<file path="src/rtl/parking_slot_allocator.sv">
// Free-slot bitmap writer for an 8-slot lot: grants the lowest free slot over a
// four-phase entry handshake and releases slots on single-cycle exit strobes.
module parking_slot_allocator (
    input  logic       clk,
    input  logic       rst_n,
    input  logic       entry_req,
    output logic       entry_ack,
    output logic       entry_nak,
    output logic [2:0] entry_slot,
    input  logic       exit_valid,
    input  logic [2:0] exit_slot,
    output logic       exit_done,
    output logic       exit_err,
    output logic [7:0] new_capacity,
    output logic [3:0] free_cnt,
    output logic [3:0] parked_cnt,
    output logic       lot_full,
    output logic       lot_empty
);

    typedef enum logic [1:0] {
        IDLE,
        GRANT,
        DENY
    } state_t;

    state_t     state;
    logic [2:0] lowest_free;
    logic       any_free;
    logic       grant_now;
    logic       deny_now;
    logic       exit_hit;
    logic       exit_miss;
    logic [7:0] cap_next;
    logic [3:0] free_next;

    function automatic logic [3:0] popcount8(input logic [7:0] v);
        logic [3:0] c;
        c = '0;
        for (int i = 0; i < 8; i++) begin
            c = c + {3'b000, v[i]};
        end
        return c;
    endfunction

    // Scanning downward leaves the lowest set index as the final assignment.
    always_comb begin
        lowest_free = '0;
        any_free    = |new_capacity;
        for (int i = 7; i >= 0; i--) begin
            if (new_capacity[i]) begin
                lowest_free = 3'(i);
            end
        end
    end

    // Both decisions look at the pre-edge bitmap, so a slot released on this
    // edge is never granted on the same edge.
    assign grant_now = (state == IDLE) && entry_req && any_free;
    assign deny_now  = (state == IDLE) && entry_req && !any_free;
    assign exit_hit  = exit_valid && !new_capacity[exit_slot];
    assign exit_miss = exit_valid &&  new_capacity[exit_slot];

    always_comb begin
        cap_next = new_capacity;
        if (grant_now) begin
            cap_next[lowest_free] = 1'b0;
        end
        if (exit_hit) begin
            cap_next[exit_slot] = 1'b1;
        end
    end

    assign free_next = popcount8(cap_next);

    always_ff @(posedge clk or negedge rst_n) begin
        if (!rst_n) begin
            state        <= IDLE;
            new_capacity <= 8'hFF;
            free_cnt     <= 4'd8;
            parked_cnt   <= 4'd0;
            lot_full     <= 1'b0;
            lot_empty    <= 1'b1;
            entry_ack    <= 1'b0;
            entry_nak    <= 1'b0;
            entry_slot   <= 3'd0;
            exit_done    <= 1'b0;
            exit_err     <= 1'b0;
        end else begin
            new_capacity <= cap_next;
            free_cnt     <= free_next;
            parked_cnt   <= 4'd8 - free_next;
            lot_full     <= (free_next == 4'd0);
            lot_empty    <= (free_next == 4'd8);
            exit_done    <= exit_hit;
            exit_err     <= exit_miss;

            case (state)
                IDLE: begin
                    if (grant_now) begin
                        entry_ack  <= 1'b1;
                        entry_slot <= lowest_free;
                        state      <= GRANT;
                    end else if (deny_now) begin
                        entry_nak <= 1'b1;
                        state     <= DENY;
                    end
                end
                GRANT: begin
                    if (!entry_req) begin
                        entry_ack <= 1'b0;
                        state     <= IDLE;
                    end
                end
                // A slot freed here does not turn the refusal into a grant.
                DENY: begin
                    if (!entry_req) begin
                        entry_nak <= 1'b0;
                        state     <= IDLE;
                    end
                end
                default: begin
                    entry_ack <= 1'b0;
                    entry_nak <= 1'b0;
                    state     <= IDLE;
                end
            endcase
        end
    end

endmodule

</file>
<file path="config.mk">
export PLATFORM = sky130hd
export DESIGN_NAME = parking_slot_allocator
export DESIGN_NICKNAME = d
export VERILOG_FILES = /design/src/rtl/parking_slot_allocator.sv
export SDC_FILE = /design/constraint.sdc
export NUM_CORES = 1
export LEC_CHECK = 0
export CAP_MARGIN = 20
export CORE_ASPECT_RATIO = 0.6
export CORE_MARGIN = 8
export CORE_UTILIZATION = 50
export CTS_CLUSTER_DIAMETER = 100
export DETAILED_ROUTE_END_ITERATION = 16
export GPL_TIMING_DRIVEN = 0
export MAX_ROUTING_LAYER = met4
export PLACE_DENSITY_LB_ADDON = 0.25
export SLEW_MARGIN = 15
export SYNTH_ARGS = -nofsm -noshare
export SYNTH_HDL_FRONTEND = slang
export SYNTH_SLANG_ARGS = --single-unit
</file>
<file path="constraint.sdc">
create_clock -name clk -period 5.2 [get_ports clk]
set_input_delay 1.04 -clock clk [delete_from_list [all_inputs] [get_ports clk]]
set_output_delay 1.04 -clock clk [all_outputs]
set_load 0.02 [all_outputs]
</file>
# Word level (Yosys, flattened, before mapping)
# Cells that the tools add are included.
[classes]
add_sub_neg = 8
order_cmp = 4
eq_ne = 10
mux = 26
bitwise_logic = 5
n_reduce_logical = 17
[ops]
columns = ["cell", "n"]
rows = [
  ["3-bit two-way mux", 8],
  ["4-bit by 1-bit adder with 4-bit output", 4],
  ["8-bit two-way mux", 2],
  ["2-bit != test, second input constant", 6],
  ["8-bit bitwise AND", 1],
  ["3-bit by 4-bit < comparator with 1-bit output, second input constant", 2],
  ["8-bit NOT", 1],
  ["8-bit bitwise OR", 1],
  ["8-bit OR reduction", 1],
  ["1-bit logical AND", 7],
  ["1-bit two-way mux", 7],
  ["1-bit demux with 3-bit select", 2],
  ["3-bit by 1-bit >= comparator with 1-bit output, second input constant", 2],
  ["2-bit two-way mux", 3],
  ["1-bit one-hot mux with 3 select lines", 2],
  ["3-bit by 1-bit adder with 4-bit output", 1],
  ["4-bit equality test, second input constant", 1],
  ["4-bit zero test", 1],
  ["2-bit one-hot mux with 2 select lines", 1],
  ["2-bit AND reduction", 2],
  ["4-bit AND reduction", 1],
  ["4-bit subtractor, first input constant", 1],
  ["2-bit by 1-bit adder with 3-bit output", 1],
  ["1-bit binary-select mux with 3-bit select", 1],
  ["9 further kinds", 11],
]
[totals]
register_bits = 27
in_bits = 7
output_inout_bits = 25
wordCells = 81

# Longest topological paths before layout
# Gate-level depths: netlist of the first run.
[logic_depth]
depth_word = 25
depth_mapped = 15
depth_no_buf = 15

# Worst setup path before layout of the first run
# Ideal clock, no wire load.
[synth_timing]
kind = "input to register"
start = "input exit_slot[2]"
end = "register parked_cnt[3]"
arrival_time_ps = 4487
required_time_ps = 5075
setup_slack_ps = 588
cell_stages = 14
n_path_buf = 0
path_cell_list = "nor2b_1 > a221o_1 > nor3_4 > a21boi_0 > fa_1 > inv_1 > fa_1 > fa_1 > ha_1 > inv_1 > fa_1 > xnor2_1 > nor3_1 > xnor2_1"
[synth_via]
elab_chain_len = 14
word_cells_on_any_way = 19
classes_between = "add/sub: 8; order compare: 2; mux: 5; bitwise: 1; reduce/logical: 3"
[synth_lines]
columns = ["element", "line_no", "rtl"]
rows = [
  ["start, declared", "11", "input logic [2:0] exit_slot,"],
  ["3-bit by 4-bit < comparator with 1-bit output (implied by the code) / 3-bit by 1-bit >= comparator with 1-bit output (equally long branches)", "70", "cap_next[exit_slot] = 1'b1;"],
  ["1-bit logical AND (implied by the code)", "70", ""],
  ["1-bit two-way mux (implied by the code)", "70", ""],
  ["1-bit demux with 3-bit select", "70", ""],
  ["8-bit bitwise OR (no source line)", "n/a", ""],
  ["8-bit two-way mux (*)", "69", "if (exit_hit) begin"],
  ["1-bit by 1-bit adder with 2-bit output", "41", "c = c + {3'b000, v[i]};"],
  ["2-bit by 1-bit adder with 3-bit output", "41", ""],
  ["3-bit by 1-bit adder with 4-bit output", "41", ""],
  ["4-bit by 1-bit adder with 4-bit output (3 in series)", "41", ""],
  ["4-bit by 1-bit adder with 4-bit output (*)", "41", ""],
  ["net free_next[2]", "35", "logic [3:0] free_next;"],
  ["4-bit subtractor (*)", "92", "parked_cnt <= 4'd8 - free_next;"],
  ["end signal, assigned", "92", ""],
  ["end, declared", "16", "output logic [3:0] parked_cnt,"],
]
# The timed path passes the listed nets; every way through them passes the cells marked *. The select of a mux whose other input is x is not followed.
# A chain may end at the register's enable or synchronous reset.

# Final worst setup path of the first run
[layout_timing]
start = "input exit_slot[0]"
end = "register parked_cnt[2]"
# Same word-level chain as after synthesis.

==> run summary, run 1 <==
FF+latch area -> 663 µm²
Pwr Density -> 791 nW/µm²
Post-layout nets -> 192
Startpoint types -> primary input
Net Switching -> 0.672 mW
Mean post-synth cell area -> 11.3 µm²
Count leader, synth -> dfrtp_1
Setup-failing EPs final -> 0
Pin count of the biggest net entering global routing -> 18
Status -> finished, final reports clean
Post-Synthesis Cell Area -> 1470 µm²
Vias per inst -> 5.43
Syn_nets -> 148
RSZ-0062 raised after global routing -> false
Syn Inst Count -> 130
Peak supply drop -> 0.729 mV
Die width -> 86.0 µm
Sink Count -> 26
Share of power burned in registers -> 25.1%
Slew Limit Fails -> 0
WP data arrival -> 5260 ps
Synth warn -> 0
Sw Share -> 42.9%
Die Height -> 58.0 µm
Hold Buf Count CTS -> 0
Clk_lat worst skew -> 270 ps
DRC -> 0
Die footprint -> 4990 µm²
Drt first pass iters -> 4
Layout cell share with drive strength beyond 1 -> 24.3%
Filler Cells Inserted -> 202
EDFF count, synth -> 0
Post-DR wirelength/cell -> 15.9 µm
Int Pwr -> 0.896 mW
Drt total wl -> 3420 µm
Top cell by count, worst path -> fa_1
GRT Total Usage -> 14.5%
Share of flip-flops with an asynchronous set or reset -> 100%
Most used DFF post-synth -> dfrtp_1
Cell variety after synth -> 45
Core ar. -> 2830 µm²
Multi-input logic area -> 763 µm²
First-pass GRT wire length -> 5440 µm
Final TNS setup -> 0 ps
Hold Path Sink -> entry_slot[1]
Clock skew -> 3.37 ps
Worst slew margin -> 49.9%
Critical path required time -> 5400 ps
# H-tree levels -> 1
Num rows -> 15
Hold Crit Depth -> 1
Synth cell count leaders -> dfrtp_1, inv_1, dfstp_2, nor2_1, ha_1
Hold Vio Cnt, Final -> 0
R2r endpoint -> parked_cnt[2]
Sequential share of the synthesized area -> 45.1%
Yosys top cell by area -> dfrtp_1
Reg2reg path depth -> 15
Clock Tree Root -> clkbuf_8
Vias in the first global route -> 1074
Post-synthesis register bit count -> 26
Tightest Hold Check Type -> flop to flop
CP endpoint kind -> flop
Antenna Cells -> 0
Crit Path Max Fanout -> 5
CP Class -> primary input to flop
Via count -> 1167
FF-to-FF setup slack -> 1000 ps
Slowest-stage cell, CP -> clkdlybuf4s50_1
Remaining antenna violation count after routing -> 0
Pleak -> 0.892 nW
Reg clk slew, reported paths -> 90 ps
Clk pwr share -> 8.3%
Max Clk Rate -> 198 MHz
Hold Slack -> 483 ps
Cts bufs inserted -> 3
IO Port Bufs -> 31
CTS Buffer Depth -> 2
CP top delay family -> adder cells
Fin crit share -> 97.3%
Minimum clock period -> 5060 ps
Initial Util -> 51.9%
Worst hold start -> entry_slot[1]
RR Startpoint -> state[1]
# Max-Cap Violations -> 0
Ranking of synthesized cells by area -> dfrtp_1, dfstp_2, ha_1, fa_1, inv_1
Gr ovfl total -> 0
DRT iter0 DRCs -> 97
Top-area cell type share of the netlist area -> 27.2%
Initial antenna violation count -> 0
Bufs and invs on worst path -> 4
CTS tree -> built
Area grow syn2layout -> 34.6%
Critical path, cell by cell -> clkdlybuf4s50_1 -> mux2_2 -> o2bb2ai_2 -> nor3_4 -> a22oi_2 -> fa_1 -> inv_1 -> fa_1 -> fa_1 -> ha_1 -> inv_1 -> fa_1 -> xnor2_2 -> buf_4 -> xnor2_1
Top-level port count -> 32
DP HPWL -> 2670 µm
Worst-margin pin slew -> 749 ps
Max stage delay on crit path -> 550 ps
Logic pwr share -> 66.5%
GPL Wtd Cong -> 0.877
==> cell families after synthesis <==
logic type                 Yosys count  share of synthesized area [%]
adders and majority gates           11                           11.4
and+or+nand+nor                     36                           15.9
xor gates and xnor gates             3                           1.79
DFF                                 26                           45.1
AOI/OAI and AO/OA                   37                           19.8
buffers and inverters               15                           4.59
muxes                                2                           1.45
==> how the worst max path moves through the flow <==
stage / startpoint / endpoint / slack (ps) / cells after the start
after floorplan: exit_slot[2] / parked_cnt[3] / 590 / 14
after global placement: exit_slot[0] / parked_cnt[3] / -260 / 15
after detailed placement: exit_slot[0] / parked_cnt[3] / -300 / 15
after CTS: exit_slot[0] / parked_cnt[3] / 30 / 15
after global routing: exit_slot[0] / parked_cnt[2] / 10 / 15
final: exit_slot[0] / parked_cnt[2] / 140 / 15
==> layout by cell type, fill, tap and decap left out, types with 4 or more instances in the layout <==
master           Yosys  final
clkbuf_8             0      4
buf_4                1      8
nor2_1               9      9
clkdlybuf4s50_1      0     29
fa_1                 4      4
a21oi_1              4      4
o21ai_0              6      6
nand2_1              6      6
dfrtp_1             16     16
a22o_1               4      4
dfstp_2             10     10
ha_1                 7      7
inv_1               13     13
a21o_1               5      5
==> layout make-up <==
cell class              instances  share of cell area [%]
plain buffers                   2                   0.948
well taps                      42                    2.65
multi-input cells              89                    38.5
repair buffers                 39                    19.1
clock buffers                   4                    2.78
flip-flops and latches         26                    33.5
inverters                      13                    2.46
==> power by group through the flow <==
stage,combinational (mW),sequential (mW),clock [mW]
floorplan,0.576,0.470,0
detailed placement,0.950,0.397,0
CTS,0.976,0.393,0.134
finish,1.04,0.394,0.130
global route,1.15,0.405,0.143
global placement,0.926,0.390,0
==> repair_timing <==
item                       4_1_cts  5_1_grt
setup endpoints to repair        2        5
pin swaps                        0        3
resized for setup                1        7
buffers inserted                 0        7
==> stage by stage <==
stage	utilization (%)	area [µm²]	cells	worst slack [ps]	total power, mW
final	69.9	1980	215	142	1.57
after global routing	69.9	1980	215	12.3	1.70
after CTS	67.3	1910	208	29.7	1.50
after detailed placement	65.1	1850	204	-304	1.35
after global placement	64.7	1830	203	-259	1.32
after floorplan	-	1470	130	588	1.05
==> metal layers <==
layer / vias to the layer above / GRT usage (%) / share of wire, %
li1: 553 / - / -
met1: 584 / 18.6 / 44
met2: 26 / 22.2 / 49
met3: 4 / 4.08 / 6.1
met4: 0 / 2.97 / 0.67
met5: - / - / 0
==> registers in the layout, indices dropped and copies added (netlist names), 2 cells and up <==
register      cells
new_capacity      8
free_cnt          3
state             2
entry_slot        3
parked_cnt        4
==> worst register-to-register path, cell delays in order (launching register included) <==
cell and delay (ps):
dfrtp_1 440, inv_1 100, ha_1 290, nand2_1 160, or2_2 320, a22oi_2 180, fa_1 450, inv_1 90
fa_1 440, fa_1 530, ha_1 170, inv_1 60, fa_1 400, xnor2_2 240, buf_4 170, xnor2_1 110
(Power assumes the default switching activity.)
==> run 2, diff against run 1 <==
--- a/config.mk
+++ b/config.mk
@@ -14,7 +14,6 @@
 export GPL_TIMING_DRIVEN = 0
 export MAX_ROUTING_LAYER = met4
 export PLACE_DENSITY_LB_ADDON = 0.25
-export SLEW_MARGIN = 15
 export SYNTH_ARGS = -nofsm -noshare
 export SYNTH_HDL_FRONTEND = slang
 export SYNTH_SLANG_ARGS = --single-unit
==> run summary, run 2 (synthesis results as in run 1) <==
Gr ovfl total -> 0
First-pass GRT wire length -> 5550 µm
Via count -> 1153
Setup-failing EPs final -> 0
Drt total wl -> 3390 µm
R2r endpoint -> lot_full
CP Class -> primary input to flop
Tightest Hold Check Type -> flop to flop
Clock skew -> 7.24 ps
RR Startpoint -> state[1]
Layout cell share with drive strength beyond 1 -> 24.4%
Slew Limit Fails -> 0
Vias per inst -> 5.39
Power after layout -> 1.56 mW
Vias in the first global route -> 1130
Sink Count -> 26
Drt first pass iters -> 4
Post-DR wirelength/cell -> 15.8 µm
Hold Vio Cnt, Final -> 0
Pin count of the biggest net entering global routing -> 22
Critical path, cell by cell -> clkdlybuf4s50_1 -> mux2_2 -> o2bb2ai_2 -> nor3_4 -> a22oi_2 -> fa_1 -> inv_1 -> fa_1 -> fa_1 -> ha_1 -> inv_1 -> fa_1 -> ha_1 -> nand2b_1 -> nor2_1
Top reg by flops -> new_capacity
Reg clk slew, reported paths -> 80 ps
Peak supply drop -> 0.728 mV
Antenna Cells -> 0
Status -> finished, final reports clean
Hold Buf Count CTS -> 0
Biggest regs -> new_capacity: 8 flops, parked_cnt: 4 flops
Minimum clock period -> 5060 ps
Pleak -> 0.902 nW
Final Cell Area -> 2010 µm²
Slowest-stage cell, CP -> clkdlybuf4s50_1
Post-layout nets -> 191
CP startpoint -> exit_slot[0]
Top cell by count, worst path -> fa_1
Critical path required time -> 5360 ps
Hold Slack -> 483 ps
Core ar. -> 2830 µm²
Worst slew margin -> 61.8%
Top-level port count -> 32
WP data arrival -> 5230 ps
CP endpoint kind -> flop
Crit Path Max Fanout -> 6
Remaining antenna violation count after routing -> 0
Reg2reg path depth -> 15
FF-to-FF setup slack -> 1010 ps
Initial antenna violation count -> 0
Share of power burned in registers -> 25.1%
Cts bufs inserted -> 3
Int Pwr -> 0.904 mW
Most common cell after layout, fill and taps aside -> clkdlybuf4s50_1
GRT Total Usage -> 14.7%
Area grow syn2layout -> 36.6%
Clk_lat worst skew -> 270 ps
Clock Tree Root -> clkbuf_8
DRC -> 0
Placed Area -> 1860 µm²
Fin crit share -> 97.4%
DRT iter0 DRCs -> 92
Most frequent cells in the layout -> clkdlybuf4s50_1, dfrtp_1, inv_1
CTS tree -> built
Max stage delay on crit path -> 550 ps
Die footprint -> 4990 µm²
Die Height -> 58.0 µm
Critical path destination -> lot_full
Logic pwr share -> 64.3%
Pwr Density -> 777 nW/µm²
Worst-margin pin slew -> 567 ps
# Max-Cap Violations -> 0
IO Port Bufs -> 31
Sw Share -> 42.2%
Max Clk Rate -> 198 MHz
Num rows -> 15
# H-tree levels -> 1
Die width -> 86.0 µm
CTS Buffer Depth -> 2
Filler Cells Inserted -> 211
Initial Util -> 51.9%
Startpoint types -> primary input
DP HPWL -> 2650 µm
GPL Wtd Cong -> 0.877
Net Switching -> 0.659 mW
Clk pwr share -> 10.6%
Number of flip-flops under the largest register name -> 8
run 2: changes by cell type in the layout (fill, tap and decap cells not counted), sizes merged:
cell,previous run,this run
buf,10,9
clkbuf,4,3
bufinv,0,1
run 2: worst min-delay path by stage:
stage	startpoint	end	slack, ps	cells past startpoint
after global routing	entry_slot[1]	entry_slot[1]	510	1
after global placement	entry_slot[1]	entry_slot[1]	470	1
final	entry_slot[1]	entry_slot[1]	480	1
after floorplan	state[1]	state[1]	510	1
after detailed placement	entry_slot[1]	entry_slot[1]	470	1
after CTS	entry_slot[1]	entry_slot[1]	490	1
run 2: routing by layer:
| layer | up-vias | GRT usage [%] | wire length [µm] |
|---|---|---|---|
| met4 | 0 | 3.47 | 27 |
| met1 | 563 | 18.3 | 1410 |
| met3 | 4 | 4.93 | 282 |
| met5 | - | - | 0 |
| li1 | 550 | - | - |
| met2 | 36 | 22.7 | 1670 |
run 2: worst max-delay path: cells and delay by family:
| family | cells | cell delay, ps |
|---|---|---|
| buf+inv | 3 | 680 |
| compound gates | 2 | 320 |
| mux | 1 | 370 |
| fa+ha+maj | 6 | 2370 |
| simple gates | 3 | 440 |
run 2: power by group through the flow:
| stage | clock network [mW] | registers, mW | logic [mW] |
|---|---|---|---|
| after floorplan | 0 | 0.470 | 0.576 |
| after global placement | 0 | 0.390 | 0.926 |
| after detailed placement | 0 | 0.396 | 0.959 |
| after CTS | 0.170 | 0.393 | 0.984 |
| after global routing | 0.179 | 0.405 | 1.11 |
| final | 0.166 | 0.392 | 1.00 |
run 2: area by class of cell:
| class | count | area, µm² | share of cell area [%] |
|---|---|---|---|
| clock buffer | 3 | 41.3 | 2.05 |
| multi-input combinational | 89 | 768 | 38.2 |
| inverter | 13 | 48.8 | 2.43 |
| sequential | 26 | 663 | 33.0 |
| timing repair buffer | 38 | 388 | 19.3 |
| clock inverter | 1 | 30.0 | 1.49 |
| tap | 42 | 52.6 | 2.61 |
| buffer | 2 | 18.8 | 0.933 |
run 2: through the flow:
stage               utilization, %  setup TNS (ps)  worst slack (ps)  cells
floorplan                        -               0               588    130
global placement              64.7           -1050              -259    203
detailed placement            65.7           -1280              -291    204
CTS                           68.5               0              3.80    208
global route                  70.9           -13.1             -9.25    214
finish                        70.9               0               138    214
run 2: repair_timing:
action,in CTS,in global routing
setup endpoints to repair,2,5
setup buffers,0,6
resized for setup,1,8
pin swaps,0,2
cloned,0,0
